File: src/rtl/reg_stream_pack.sv
// Width up-converter: packs RATIO little-endian WIDTH-bit beats into one registered output word.
// Optional early completion on S_WLAST is enabled with the REG_STREAM_PACK_LAST_EN macro.
module reg_stream_pack #(
  parameter int unsigned WIDTH = 8,
  parameter int unsigned RATIO = 4
) (
  input  logic                     CLK_I,
  input  logic                     RST_I,
  input  logic                     S_WVALID,
  output logic                     S_WREADY,
  input  logic [WIDTH-1:0]         S_WDATA,
  input  logic                     S_WLAST,
  output logic                     M_WVALID,
  input  logic                     M_WREADY,
  output logic [WIDTH*RATIO-1:0]   M_WDATA,
  output logic [RATIO-1:0]         M_WKEEP
);

  localparam int unsigned CntW  = (RATIO > 1) ? $clog2(RATIO) : 1;
  localparam int unsigned WordW = WIDTH * RATIO;
  localparam logic [CntW-1:0] LastIdx = CntW'(RATIO - 1);

  typedef enum logic [1:0] {
    StEmpty,
    StFill,
    StLastLane
  } pack_state_e;

  pack_state_e pack_state;

  logic [WordW-1:0] acc_q, acc_d;
  logic [CntW-1:0]  cnt_q, cnt_d;
  logic [WordW-1:0] out_reg_q, out_reg_d;
  logic [RATIO-1:0] out_keep_q, out_keep_d;
  logic             out_vld_q, out_vld_d;

  logic             in_hs;
  logic             out_hs;
  logic             last_in;
  logic             complete;
  logic [WordW-1:0] merged;
  logic [RATIO-1:0] keep_mask;

`ifdef REG_STREAM_PACK_LAST_EN
  assign last_in = S_WLAST;
`else
  // Port kept for a pin-compatible netlist; ignored in this build.
  logic unused_last;
  assign unused_last = S_WLAST;
  assign last_in     = 1'b0;
`endif

  // Non-completing beats also stall on a blocked output so acc and out_reg stay independent.
  assign S_WREADY = ~RST_I & (~out_vld_q | M_WREADY);
  assign in_hs    = S_WVALID & S_WREADY;
  assign out_hs   = out_vld_q & M_WREADY;

  assign M_WVALID = out_vld_q;
  assign M_WDATA  = out_reg_q;
  assign M_WKEEP  = out_keep_q;

  // Pack state is a decode of the lane index; cnt_q is the state register.
  always_comb begin
    pack_state = StFill;
    if (cnt_q == '0) begin
      pack_state = StEmpty;
    end else if (cnt_q == LastIdx) begin
      pack_state = StLastLane;
    end
  end

  assign complete = in_hs & ((pack_state == StLastLane) | last_in);

  always_comb begin
    merged = acc_q;
    merged[int'(cnt_q) * WIDTH +: WIDTH] = S_WDATA;
    keep_mask = '0;
    for (int k = 0; k < int'(RATIO); k++) begin
      keep_mask[k] = (k <= int'(cnt_q));
    end
  end

  always_comb begin
    acc_d      = acc_q;
    cnt_d      = cnt_q;
    out_reg_d  = out_reg_q;
    out_keep_d = out_keep_q;
    out_vld_d  = out_vld_q;

    if (out_hs) begin
      out_vld_d = 1'b0;
    end

    if (in_hs) begin
      if (complete) begin
        // A completing beat reloads the slot even while it is being consumed: no bubble.
        out_reg_d  = merged;
        out_keep_d = keep_mask;
        out_vld_d  = 1'b1;
        acc_d      = '0;
        cnt_d      = '0;
      end else begin
        acc_d = merged;
        cnt_d = cnt_q + CntW'(1);
      end
    end
  end

  always_ff @(posedge CLK_I) begin
    if (RST_I) begin
      acc_q      <= '0;
      cnt_q      <= '0;
      out_reg_q  <= '0;
      out_keep_q <= '0;
      out_vld_q  <= 1'b0;
    end else begin
      acc_q      <= acc_d;
      cnt_q      <= cnt_d;
      out_reg_q  <= out_reg_d;
      out_keep_q <= out_keep_d;
      out_vld_q  <= out_vld_d;
    end
  end

endmodule

File: config.mk
export PLATFORM = sky130hd
export DESIGN_NAME = reg_stream_pack
export DESIGN_NICKNAME = d
export VERILOG_FILES = /design/src/rtl/reg_stream_pack.sv
export SDC_FILE = /design/constraint.sdc
export NUM_CORES = 1
export LEC_CHECK = 0
export ABC_AREA = 1
export CAP_MARGIN = 20
export CORE_MARGIN = 2
export CORE_UTILIZATION = 55
export CTS_CLUSTER_SIZE = 25
export DETAILED_ROUTE_END_ITERATION = 16
export PLACE_DENSITY = 0.83
export SYNTH_ARGS = -nofsm -noshare
export SYNTH_HDL_FRONTEND = slang
export SYNTH_SLANG_ARGS = --single-unit
File: constraint.sdc
create_clock -name CLK_I -period 4 [get_ports CLK_I]
set_input_delay 0.8 -clock CLK_I [delete_from_list [all_inputs] [get_ports CLK_I]]
set_output_delay 0.8 -clock CLK_I [all_outputs]
set_load 0.02 [all_outputs]
# Yosys cells after proc, flatten, opt, wreduce, memory -nomap -nowiden
# Cells that the tools add are included.
[word_totals]
register_bits = 71
out_inout_bits = 38
elab_cells = 31
[classes]
addsub = 2
order_cmp = 3
eq_ne = 2
n_shift = 2
n_mux = 8
bitwise = 7
n_reduce_logical = 2
[op_table]
columns = ["cell", "n"]
rows = [
  ["$neg 5->34", 1],
  ["$shift 8x34->32 const A", 1],
  ["$shiftx 8x34->32", 1],
  ["$bwmux 32", 1],
  ["$mux 32", 1],
  ["$mux 2", 3],
  ["$and 1x1->1", 4],
  ["$eq 2x2->1 const B", 2],
  ["$le 2x2->1 const A", 2],
  ["$mux 1", 3],
  ["$add 2x1->2 const B", 1],
  ["$le 1x2->1 const A", 1],
  ["$logic_not 2->1", 1],
  ["$not 1->1", 2],
  ["$reduce_and 2->1", 1],
  ["$or 1x1->1", 1],
]

# Logic depth before layout (Yosys ltp)
[logic_depth]
depth_word = 7
mapped_depth = 10

# Least setup slack after synthesis
# No wires, ideal clock.
[synth_timing]
path_type = "input -> output"
start = "in RST_I"
end = "out S_WREADY"
t_arrival_ns = 1.209
t_required_ns = 3.200
slack_ns = 1.991
stages = 2
cell_sequence = "buf_2 a21oi_2"
[synth_between]
elab_chain_len = 2
[synth_lines]
columns = ["element", "line_no", "source"]
rows = [
  ["start, declared", "8", "input logic RST_I,"],
  ["$not 1->1", "54", "assign S_WREADY = ~RST_I & (~out_vld_q | M_WREADY);"],
  ["$and 1x1->1", "54", ""],
  ["end, declared", "10", "output logic S_WREADY,"],
]
# No other way between the ends.

# Worst setup path after layout
[layout_timing]
start = "in RST_I"
end = "reg out_reg_q[27], in the netlist M_WDATA[27]"
[layout_between]
elab_chain_len = 5
[layout_lines]
columns = ["element", "line_no", "source"]
rows = [
  ["$not 1->1", "54", ""],
  ["$and 1x1->1", "54", ""],
  ["$and 1x1->1", "55", "assign in_hs = S_WVALID & S_WREADY;"],
  ["$and 1x1->1", "72", "assign complete = in_hs & ((pack_state == StLastLane) | last_in);"],
  ["$reduce_and 2->1 (no source line)", "n/a", ""],
  ["end signal, assigned", "119", "out_reg_q <= out_reg_d;"],
  ["end, declared", "33", "logic [WordW-1:0] out_reg_q, out_reg_d;"],
]
# Several ways; a longest one is shown, not always the timed one.
# A chain may end at the register's enable or synchronous reset.

==> flow_summary.toml <==
[sta]
drv_slew = 0
period_share = 0.7572
setup-violations-final = 0
tns_ns = 0
grt_setup_unrepaired = "false"
relSlewSlack = 0.5146
fmax_mhz = 330.2
finalWorstSetupSlack_ns = 0.9713
finalClockSkew_ns = 0.003539
hold_violations = 0
min_period_ns = 3.029
worst-slew-pin-transition_ns = 0.7264

[clock_network]
cts_buffers = 9
clock_path_buffers = 2
htree_levels = 3
holdBufCountCts = 0
post_cts_resized = 0
cts.sinks = 63
worstSkewPairLatency_ns = 0.34
cts_tree = "built"
root_buffer = "clkbuf_8"
clkTransAtPathRegs_ns = 0.06
postCtsSetupRepairBufs = 0

[global_route]
grt_usage = 0.2611
antenna_found_initial = 0
grt_pass1_vias = 2354
overflow = 0
grt_max_degree = 38
grt_pass1_wl_um = 10900

[power_and_ir_drop]
power_switching_uw = 311.1
p_int_uw = 964.4
powerDensity_nw_per_um2 = 376.4
leakage_uw = 0.001303
p_seq_frac = 0.501
pwr-share-comb = 0.079
clockPowerShare = 0.420
netSwitchingFraction = 0.2439
ir_drop_uv = 300.4

[floorplan]
rows = 25
start_util = 0.5741
die_area_um2 = 5577
die_h_um = 74.68
core_um2 = 4786
die_x_um = 74.68
boundaryPins = 51

[worst_hold_path]
worstHoldStart = "M_WKEEP[1]$_SDFFE_PP0P_"
holdPathStages = 2
holdPathEnd = "M_WKEEP[1]$_SDFFE_PP0P_"
hp-class = "reg -> reg"

[yosys]
synth.top_cell.area_share = 0.4590
yosysWarnings = 0
ys_seq_elements = 63
synthCells = 380
synth_nets = 400
synthTopCellsByArea = "dfxtp_1 46%, nand2_1 14%, nor2_1 8.3%"
seq_area_frac_synth = 0.4590
yosysUniqueCellTypes = 24
synth_area_leader_cell = "dfxtp_1"
syn_area_um2 = 2748
synth.avg_cell_area_um2 = 7.231

[route]
ant_nets = 0
drtIter0Drc = 235
vias = 2649
drt_wl_total_um = 6639
wl_per_cell_um = 13.58
drc_errors = 0
routed_via_density = 5.417
first_pass_iters = 6

[run_status]
outcome = "finished clean"

[critical_path]
cp-start-kind = "input pin"
reg2reg_from = "cnt_q[0]$_SDFFE_PP0P_"
worstPathArrival_ns = 3.30
worstSetupPathType = "in -> reg"
end_kind = "flip-flop"
r2r_cells = 7
reg2reg_slack_ns = 1.57
rr_endpoint = "acc_q[9]$_SDFFE_PP0P_"
worstPathMaxFanout = 37
required_ns = 4.27

[cells_and_area]
diodes = 0
area_growth_pct = 23.32
drive_above_1_share = 0.06635
fin_nets = 437
fill_cells = 389

[place]
dp_hpwl_um = 4463
post-place-ws_ns = 0.6259
gp_congestion = 0.8746
portBuffers = 49

[flow_run]
drv_cap = 0
-- worst max-delay path by stage --
stage          start                  endpoint  cells after the start
6_report       RST_I  M_WDATA[27]$_SDFFE_PP0P_                      7
5_1_grt        RST_I  M_WDATA[25]$_SDFFE_PP0P_                      7
4_1_cts        RST_I  M_WDATA[27]$_SDFFE_PP0P_                      7
3_5_place_dp   RST_I  M_WDATA[27]$_SDFFE_PP0P_                      7
3_3_place_gp   RST_I  M_WDATA[29]$_SDFFE_PP0P_                      7
2_1_floorplan  RST_I                  S_WREADY                      2
-- cell type report --
cell class                 count  area [um^2]  area share
multi-input combinational    282         1314      0.3877
sequential                    63         1261      0.3722
timing repair buffer          50        498.0      0.1470
clock buffer                  12        145.1     0.04284
tap                           67        83.83     0.02474
clock inverter                 4        45.04     0.01329
inverter                      11        41.29     0.01219
-- state kept, by name, indices dropped and copies added, names as in the netlist --
signal    flops
M_WDATA      32
M_WVALID      1
cnt_q         2
acc_q        24
M_WKEEP       4
-- logic make-up after synthesis --
logic type / count (synthesis) / share of synthesized area
buffers and inverters: 35 / 0.06284
AND/OR/NAND/NOR: 194 / 0.2960
AO/OA/AOI/OAI: 81 / 0.1503
flip-flops: 63 / 0.4590
adder cells (fa/ha/maj): 7 / 0.03187
-- critical path: stages --
cell             delay (ns)
clkdlybuf4s50_1        0.44
buf_4                  0.28
inv_2                  0.37
nand3_4                0.38
nor2_4                 0.69
nand3_1                0.16
a21oi_1                0.17
-- through the flow --
stage	std cells	cell area [um^2]	utilization	power, uW	hold slack [ns]
6_report	489	3388	0.7080	1275	0.4660
4_1_cts	489	3388	0.7080	1284	0.4672
5_1_grt	489	3388	0.7080	1317	0.4845
3_3_place_gp	473	3198	0.6682	748.9	0.4478
3_5_place_dp	473	3198	0.6682	751.0	0.4567
2_1_floorplan	380	2748	-	719.9	0.4445
-- cell usage after synthesis, drive strengths merged --
master / count
nand4: 8
o21a: 1
ha: 7
clkbuf: 6
nand3: 15
nand2: 107
nor2: 63
a31oi: 1
dfxtp: 63
inv: 11
a21oi: 36
nor3: 1
buf: 18
o21ai: 43
-- metal layers --
layer	track usage	part of all wire	up-vias
met1	0.3688	0.47	1230
met2	0.3756	0.45	92
met4	0.1131	0.019	0
met3	0.07363	0.065	13
met5	0	0	-
li1	-	-	1314
-- layout by cell type (no fill, tap or decap) --
cell / netlist / final
nand2_2: 1 / 1
ha_1: 7 / 7
nor2_4: 2 / 2
dfxtp_1: 63 / 63
nand2_1: 106 / 106
clkbuf_8: 0 / 10
inv_1: 6 / 6
nand3_2: 2 / 2
nand3_4: 1 / 1
a21oi_2: 1 / 1
inv_2: 5 / 5
clkinv_2: 0 / 3
buf_4: 3 / 1
o21ai_0: 29 / 29
nor2_1: 61 / 61
bufinv_16: 0 / 1
clkbuf_1: 6 / 2
nand3_1: 12 / 12
nand4_1: 8 / 8
nor3_2: 1 / 1
o21a_1: 1 / 1
clkdlybuf4s50_1: 0 / 49
a31oi_1: 1 / 1
o21ai_1: 14 / 14
a21oi_1: 35 / 35
-- power groups by stage --
| stage | Sequential [uW] | Clock [uW] | Combinational, uW |
|---|---|---|---|
| 2_1_floorplan | 651 | 0 | 69.1 |
| 3_3_place_gp | 652 | 0 | 96.8 |
| 3_5_place_dp | 652 | 0 | 98.6 |
| 4_1_cts | 638 | 546 | 99.4 |
| 5_1_grt | 639 | 567 | 111 |
| 6_report | 638 | 536 | 101 |
No activity file was read; power rests on OpenSTA's default activity.
